$ cat src/rtl/seq_branch_comparator.sv
// Multi-cycle RV32I branch comparator. It scans the operands one CHUNK at a time,
// starting with the most significant chunk, and stops at the first chunk that differs.
//
// state | meaning
// IDLE  | ready for a request; in_ready is high
// SCAN  | comparing the chunk at idx_q; stops early at the first differing chunk
// DONE  | result is held; out_valid is high until out_ready
module seq_branch_comparator #(
    parameter int WIDTH = 32,
    parameter int CHUNK = 8
) (
    input  logic             clk,
    input  logic             rst_n,
    input  logic             in_valid,
    output logic             in_ready,
    input  logic [WIDTH-1:0] a,
    input  logic [WIDTH-1:0] b,
    input  logic [2:0]       op,
    output logic             out_valid,
    input  logic             out_ready,
    output logic             result,
    output logic             eq,
    output logic             lt,
    output logic             err
);

    localparam int NCHUNK = WIDTH / CHUNK;
    localparam int IDX_W  = (NCHUNK > 1) ? $clog2(NCHUNK) : 1;
    localparam logic [IDX_W-1:0] IDX_LAST = IDX_W'(NCHUNK - 1);
    localparam logic [IDX_W-1:0] IDX_ZERO = '0;
    localparam logic [IDX_W-1:0] IDX_ONE  = IDX_W'(1);
    localparam logic [WIDTH-1:0] MSB_MASK = {1'b1, {(WIDTH-1){1'b0}}};

    localparam logic [2:0] OP_BEQ  = 3'b000;
    localparam logic [2:0] OP_BNE  = 3'b001;
    localparam logic [2:0] OP_BLT  = 3'b100;
    localparam logic [2:0] OP_BGE  = 3'b101;
    localparam logic [2:0] OP_BLTU = 3'b110;
    localparam logic [2:0] OP_BGEU = 3'b111;

    typedef enum logic [1:0] {
        IDLE = 2'd0,
        SCAN = 2'd1,
        DONE = 2'd2
    } state_t;

    state_t           state_q, state_d;
    logic [WIDTH-1:0] a_q, b_q;
    logic [2:0]       op_q;
    logic [IDX_W-1:0] idx_q, idx_d;
    logic             eq_q, lt_q, res_q, err_q;

    logic             load;
    logic             latch;
    logic             eq_d, lt_d, res_d, err_d;
    logic             op_signed;
    logic [WIDTH-1:0] sign_flip;
    logic [CHUNK-1:0] a_chunk, b_chunk;
    logic             chunk_eq, chunk_lt;

    // Flipping both MSBs maps two's-complement order onto unsigned order,
    // so the chunk datapath only ever needs an unsigned compare.
    assign op_signed = (op[2:1] == 2'b10);
    assign sign_flip = op_signed ? MSB_MASK : '0;

    always_comb begin
        a_chunk = '0;
        b_chunk = '0;
        for (int i = 0; i < NCHUNK; i++) begin
            if (idx_q == IDX_W'(i)) begin
                a_chunk = a_q[i*CHUNK +: CHUNK];
                b_chunk = b_q[i*CHUNK +: CHUNK];
            end
        end
    end

    assign chunk_eq = (a_chunk == b_chunk);
    assign chunk_lt = (a_chunk < b_chunk);

    always_comb begin
        state_d = state_q;
        idx_d   = idx_q;
        load    = 1'b0;
        latch   = 1'b0;
        eq_d    = eq_q;
        lt_d    = lt_q;
        case (state_q)
            IDLE: begin
                if (in_valid) begin
                    load    = 1'b1;
                    state_d = SCAN;
                end
            end
            SCAN: begin
                if (!chunk_eq) begin
                    latch   = 1'b1;
                    eq_d    = 1'b0;
                    lt_d    = chunk_lt;
                    state_d = DONE;
                end else if (idx_q == IDX_ZERO) begin
                    latch   = 1'b1;
                    eq_d    = 1'b1;
                    lt_d    = 1'b0;
                    state_d = DONE;
                end else begin
                    idx_d = idx_q - IDX_ONE;
                end
            end
            DONE: begin
                if (out_ready) begin
                    state_d = IDLE;
                end
            end
            default: begin
                state_d = IDLE;
            end
        endcase
    end

    // Reserved funct3 values still run the full scan; only the outcome is masked.
    always_comb begin
        res_d = 1'b0;
        err_d = 1'b0;
        case (op_q)
            OP_BEQ:           res_d = eq_d;
            OP_BNE:           res_d = !eq_d;
            OP_BLT, OP_BLTU:  res_d = lt_d;
            OP_BGE, OP_BGEU:  res_d = !lt_d;
            default:          err_d = 1'b1;
        endcase
    end

    always_ff @(posedge clk or negedge rst_n) begin
        if (!rst_n) begin
            state_q <= IDLE;
        end else begin
            state_q <= state_d;
        end
    end

    always_ff @(posedge clk or negedge rst_n) begin
        if (!rst_n) begin
            a_q   <= '0;
            b_q   <= '0;
            op_q  <= '0;
            idx_q <= '0;
        end else if (load) begin
            a_q   <= a ^ sign_flip;
            b_q   <= b ^ sign_flip;
            op_q  <= op;
            idx_q <= IDX_LAST;
        end else begin
            idx_q <= idx_d;
        end
    end

    always_ff @(posedge clk or negedge rst_n) begin
        if (!rst_n) begin
            eq_q  <= 1'b0;
            lt_q  <= 1'b0;
            res_q <= 1'b0;
            err_q <= 1'b0;
        end else if (latch) begin
            eq_q  <= eq_d;
            lt_q  <= lt_d;
            res_q <= res_d;
            err_q <= err_d;
        end
    end

    assign in_ready  = (state_q == IDLE);
    assign out_valid = (state_q == DONE);
    assign result    = res_q;
    assign eq        = eq_q;
    assign lt        = lt_q;
    assign err       = err_q;

endmodule

$ cat config.mk
export PLATFORM = sky130hd
export DESIGN_NAME = seq_branch_comparator
export DESIGN_NICKNAME = d
export VERILOG_FILES = /design/src/rtl/seq_branch_comparator.sv
export SDC_FILE = /design/constraint.sdc
export NUM_CORES = 1
export LEC_CHECK = 0
export ABC_AREA = 1
export CAP_MARGIN = 30
export CORE_AREA = 5 5 111 81
export CTS_CLUSTER_DIAMETER = 40
export DETAILED_ROUTE_END_ITERATION = 16
export DIE_AREA = 0 0 116 86
export GPL_ROUTABILITY_DRIVEN = 0
export GPL_TIMING_DRIVEN = 0
export PLACE_DENSITY_LB_ADDON = 0.3
export SLEW_MARGIN = 40
export SYNTH_ARGS = -nofsm -noshare
export SYNTH_HDL_FRONTEND = slang
export SYNTH_SLANG_ARGS = --single-unit
export TNS_END_PERCENT = 50
$ cat constraint.sdc
create_clock -name clk -period 3.12 [get_ports clk]
set_clock_uncertainty 0.2 [all_clocks]
set_input_delay 0.624 -clock clk [delete_from_list [all_inputs] [get_ports clk]]
set_output_delay 0.624 -clock clk [all_outputs]
set_load 0.01 [all_outputs]
### Word level (Yosys, flattened, before mapping)

Cells that the tools add are included.

* $add $sub $neg: 1
* multiply operators: 0
* div/mod/pow operators: 0
* $lt $le $gt $ge: 1
* equality and inequality tests: 16
* shift operators: 0
* muxes and demuxes: 31
* bitwise gates (word level): 2
* reduce and logical (&&, ||, !) cells: 12

Operator list (number)
* two-way mux 8 bit: 8
* bitwise XOR 32 bit: 2
* two-way mux 32 bit: 1
* two-way mux 2 bit: 8
* == test 3 bit (second input constant): 4
* two-way mux 1 bit: 12
* == test 2 bit (second input constant): 4
* == test 8 bit: 1
* less-than comparator 8 bit: 1
* one-hot mux 2 bit (3 select lines): 1
* AND reduction 3 bit: 2
* OR reduction 6 bit: 1
* == test 2 x 1 -> 1 bit (second input constant): 2
* logical NOT 2 bit: 2
* inequality test 2 bit (second input constant): 2
* one-hot mux 1 bit (4 select lines): 1
* nonzero test 2 bit: 2
* OR reduction 2 bit: 2
* == test 3 x 1 -> 1 bit (second input constant): 1
* logical NOT 3 bit: 1
* inequality test 3 bit (second input constant): 1
* logical NOT 1 bit: 2
* inequality test 2 x 1 -> 1 bit (second input constant): 1
* subtractor 2 x 1 -> 2 bit (second input constant): 1

* flip-flop bits (word level): 75
* latch bits: 0
* bits in writable memories: 0
* ROM bits: 0
* output and inout port bits: 6
* logic and storage cells: 72
* memories: 0

### Logic depth before layout (Yosys ltp)

* depth in word-level cells: 10
* depth in mapped cells: 21
* gate-level depth less buffers: 21

### Worst setup path after synthesis

Ideal clock, no wire load.

* path kind: reg-to-reg
* start point: register idx_q[1]
* end point: register res_q, in the netlist result
* library setup time: 0.116 ns
* arrival: 2.296 ns
* data required time: 2.804 ns
* setup slack: 0.508 ns
* cell stages (with the launch flop): 19
* path buffers: 2
* cells stage by stage: dfrtp_1 inv_1 ha_1 buf_2 nor2_4 buf_6 a22oi_1 o21ai_0 o21ai_0 ha_1 nand2_1 nor2_2 nand2_1 nand2_1 nand2_1 o21ai_1 nand3_1 nand2_1 nand2_1

* word-level cells in the longest chain between the ends: 10
* elaborated cells between the ends (all ways): 26

RTL lines
* start: declaration: line 50 `logic [IDX_W-1:0] idx_q, idx_d;`
* start signal: assignment: line 153 `idx_q <= idx_d;`
* logical NOT 2 bit: line 70, 100
* two-way mux 8 bit (4 in series): line 70 `if (idx_q == IDX_W'(i)) begin`
* less-than comparator 8 bit or == test 8 bit (tied branches): line 78, 77
* two-way mux 1 bit: line 95 `if (!chunk_eq) begin`
* two-way mux 1 bit: line 87 `case (state_q)`
* logical NOT 1 bit, on equally long branches: line 128, 126
* one-hot mux 1 bit (4 select lines): line 124 `case (op_q)`
* end signal: assignment: line 166 `res_q <= res_d;`
* end: declaration: line 51 `logic eq_q, lt_q, res_q, err_q;`

Parallel ways exist; a longest one is shown, timed or not.
A chain may end at the register's enable or synchronous reset.

### Final worst setup path

* start point: register idx_q[1]
* end point: register idx_q[1]

* word-level cells in the longest chain between the ends: 8
* elaborated cells between the ends (all ways): 21

RTL lines
* logical NOT 2 bit: line 70, 100
* two-way mux 8 bit (4 in series): line 70
* == test 8 bit: line 77 `assign chunk_eq = (a_chunk == b_chunk);`
* nonzero test 2 bit (no source line)
* AND reduction 3 bit (no source line)

Parallel ways exist; a longest one is shown, timed or not. The select of a mux whose other input is x is not followed.

==> run metrics <==
ys flop type dfrtp_1; Pins Over Slew Limit 0; RSZ-0062 raised after global routing false; WL final roughly 9500 um; # H-tree levels 3; Initial Util 0.470; Routed Antenna Nets 0; M3 GR Usage 0.0423; post-synthesis sequential area ratio 0.514; area of the mapped netlist 0.00365 mm^2; CP Launch Type register; Relative slew margins 0.672; flops & latches, synth 75; HPWL after DPL around 7000 um; Peak Freq 336 MHz; final period utilization 0.953; unique cell type count in the Yosys netlist 23; fill count 688; Setup-failing EPs final 0; Avg Cell Area, Syn roughly 8 um^2; area occupied by multi-input gates about 0.0016 mm^2; DR pass1 iterations 4; CTS Buf Count 9; post-route insts no fill ~660; busiest grt layer met2; list of most frequent post-synthesis cells 235 x nand2_1, 75 x dfrtp_1, 26 x o21ai_0; global route overflow 0; Reg area 0.00188 mm^2; worst hold slack 0.283 ns; ys async rst share 1.00; nets approximately 640; CP Class register to register; Setup crit end kind register; Crit Path Max Fanout 8; # placed instances approximately 640; ant diodes 0; Die W 116 um; DR vias 3,291; First DRT Iteration DRCs 220; met1 GRT Util 0.284; top-area cell type share of the netlist area 0.514; min cycle time layout ~3 ns; DRC 0; PortBufs 76; Area Growth Syn to Fin 37.5%; layout cells sized above 1 0.0969; Arr. time, crit path slightly above 3 ns; # IOs 77; vias in the first global route 3,281; post-DR vias/cell 5.00; Clock Sinks 75; mean routed wirelength per cell 14.5 um; worst hold path type register to register; initial antenna violation count 0; core box area a little under 0.008 mm^2; yosys warns 0; Post-Syn Nets 542; Root Driver clkbuf_16; most common cell in the netlist nand2_1; Pwr Total around 5.4 mW; GR Util met2 0.306; Final Hold Viols 0; status completed; CTS tree yes; Total Routing Usage GR 0.199; Die ar. between 0.009 and 0.01 mm^2; Post-synth EDFFs 0; Core Rows 27; Max Cap Viol 0; Synth area leader dfrtp_1; first-pass GRT wire length ~16,000 um; Peak VDD IR approximately 520 uV; clock-pin slew on the worst setup and hold paths around 0.060 ns; Post-Synthesis Cells between 400 and 500; Synth area leaders dfrtp_1 51%, nand2_1 24%, ha_1 4.1%, o21ai_0 3.6%, a22oi_1 2.5%; Die Ht roughly 86 um; CP required about 3.2 ns; Slew @ Worst Pin 0.492 ns; Cell Pwr Density roughly 1100 mW/mm^2; largest net degree at the start of global routing ~40; leakage 2.54 nW; Max Root-Sink Buffers 2; Worst-Skew Late Latency roughly 0.34 ns
[per-stage QoR]
step | area [um^2] | utilization | TNS [ns] | setup slack (ns)
6_report | 5020 | 0.646 | 0 | 0.148
5_1_grt | 5020 | 0.646 | 0 | 0.00570
4_1_cts | 4940 | 0.636 | 0 | 0.0721
3_5_place_dp | 4560 | 0.587 | -0.372 | -0.137
3_3_place_gp | 4540 | 0.584 | -94.60 | -1.27
2_1_floorplan | 3650 | - | 0 | 0.508
[power breakdown]
part	switching, mW	leakage (nW)	internal [mW]
Sequential	0.316	0.928	1.44
Clock	0.403	0.176	0.861
Combinational	1.37	1.43	0.983
[area by class of cell]
class | instances | area share
plain buffers | 23 | 0.0321
clock inverters | 6 | 0.0274
multi-input cells | 339 | 0.313
clock buffers | 9 | 0.0449
well taps | 101 | 0.0252
inverters | 22 | 0.0172
flip-flops and latches | 75 | 0.374
repair buffers | 83 | 0.166
[cell usage in the layout, fill, tap and decap left out]
| master | instances |
|---|---|
| nand2_1 | 233 |
| dfrtp_1 | 75 |
| clkdlybuf4s50_1 | 75 |
| o21ai_0 | 19 |
| inv_1 | 17 |
| a21oi_1 | 17 |
| nor2_1 | 14 |
| ha_1 | 12 |
| a22oi_1 | 11 |
| buf_6 | 10 |
| clkbuf_16 | 9 |
| o21ai_1 | 8 |
| buf_4 | 5 |
| clkbuf_1 | 5 |
| buf_2 | 4 |
| inv_2 | 4 |
| o31ai_1 | 4 |
| nand2_2 | 4 |
| nand3_1 | 4 |
| bufinv_16 | 4 |
| nor2_2 | 3 |
| clkbuf_2 | 2 |
| a221oi_2 | 2 |
| xor2_1 | 2 |
| nand3b_1 | 2 |
| buf_1 | 2 |
| clkinvlp_4 | 1 |
| clkbuf_4 | 1 |
| nor2_4 | 1 |
| a221oi_1 | 1 |
| a22oi_2 | 1 |
| nor3_1 | 1 |
| clkinv_4 | 1 |
| inv_6 | 1 |
| dlygate4sd3_1 | 1 |
| buf_12 | 1 |
[layer usage]
| layer | share of wire | wire (um) | vias to the layer above |
|---|---|---|---|
| met1 | 0.47 | 4500 | 1542 |
| met4 | 0.0088 | 84 | 0 |
| met5 | 0 | 0 | - |
| li1 | - | - | 1641 |
| met2 | 0.45 | 4250 | 100 |
| met3 | 0.071 | 680 | 8 |
[timing repair]
item | CTS | global route
pin swaps | 1 | 3
hold buffers | 1 | 0
endpoints found under the hold margin | 35 | 0
gates cloned | 0 | 1
setup buffers | 1 | 3
gates resized for setup | 2 | 27
setup endpoints to repair | 6 | 6
[kinds of logic (layout without fill, tap and decap cells)]
logic type,Yosys count,after routing,share of synthesized area
fa+ha+maj,12,12,0.0411
xor+xnor,2,2,0.00480
flops,75,75,0.514
buf+inv,45,143,0.0613
simple gates,262,262,0.279
compound gates,63,63,0.100
[state kept, by name, summed over array words and instances, names as in the netlist]
signal and count:
eq 1, lt 1, err 1, result 1, idx_q 2, state_q 2, a_q 32, op_q 3
b_q 32
[final timing paths]
path                            startpoint  endpoint  slack, ns  depth (start not counted)
worst max-delay path              idx_q[1]  idx_q[1]       0.15                         20
worst min-delay path                b_q[5]    b_q[5]       0.28                          2
worst max register to register    idx_q[1]  idx_q[1]       0.15                         20
worst min register to register      b_q[5]    b_q[5]       0.28                          2
max in group asynchronous            rst_n   b_q[24]       1.66                          3
min in group asynchronous            rst_n        eq       0.55                          2
[critical path: stages, from the launching register on]
cell     delay, ns
dfrtp_1       0.38
inv_1         0.10
ha_1          0.18
buf_6         0.16
nor2_4        0.07
buf_4         0.17
a22oi_1       0.19
nand2_1       0.07
o21ai_0       0.11
a21oi_1       0.11
ha_1          0.29
nand2_1       0.06
nor2_2        0.14
nand2_2       0.09
nor2_1        0.09
inv_1         0.04
nor2_1        0.15
nor2_1        0.08
inv_2         0.07
nand2_1       0.05
o21ai_0       0.08
Note: power is estimated with default switching activity, not from simulation.
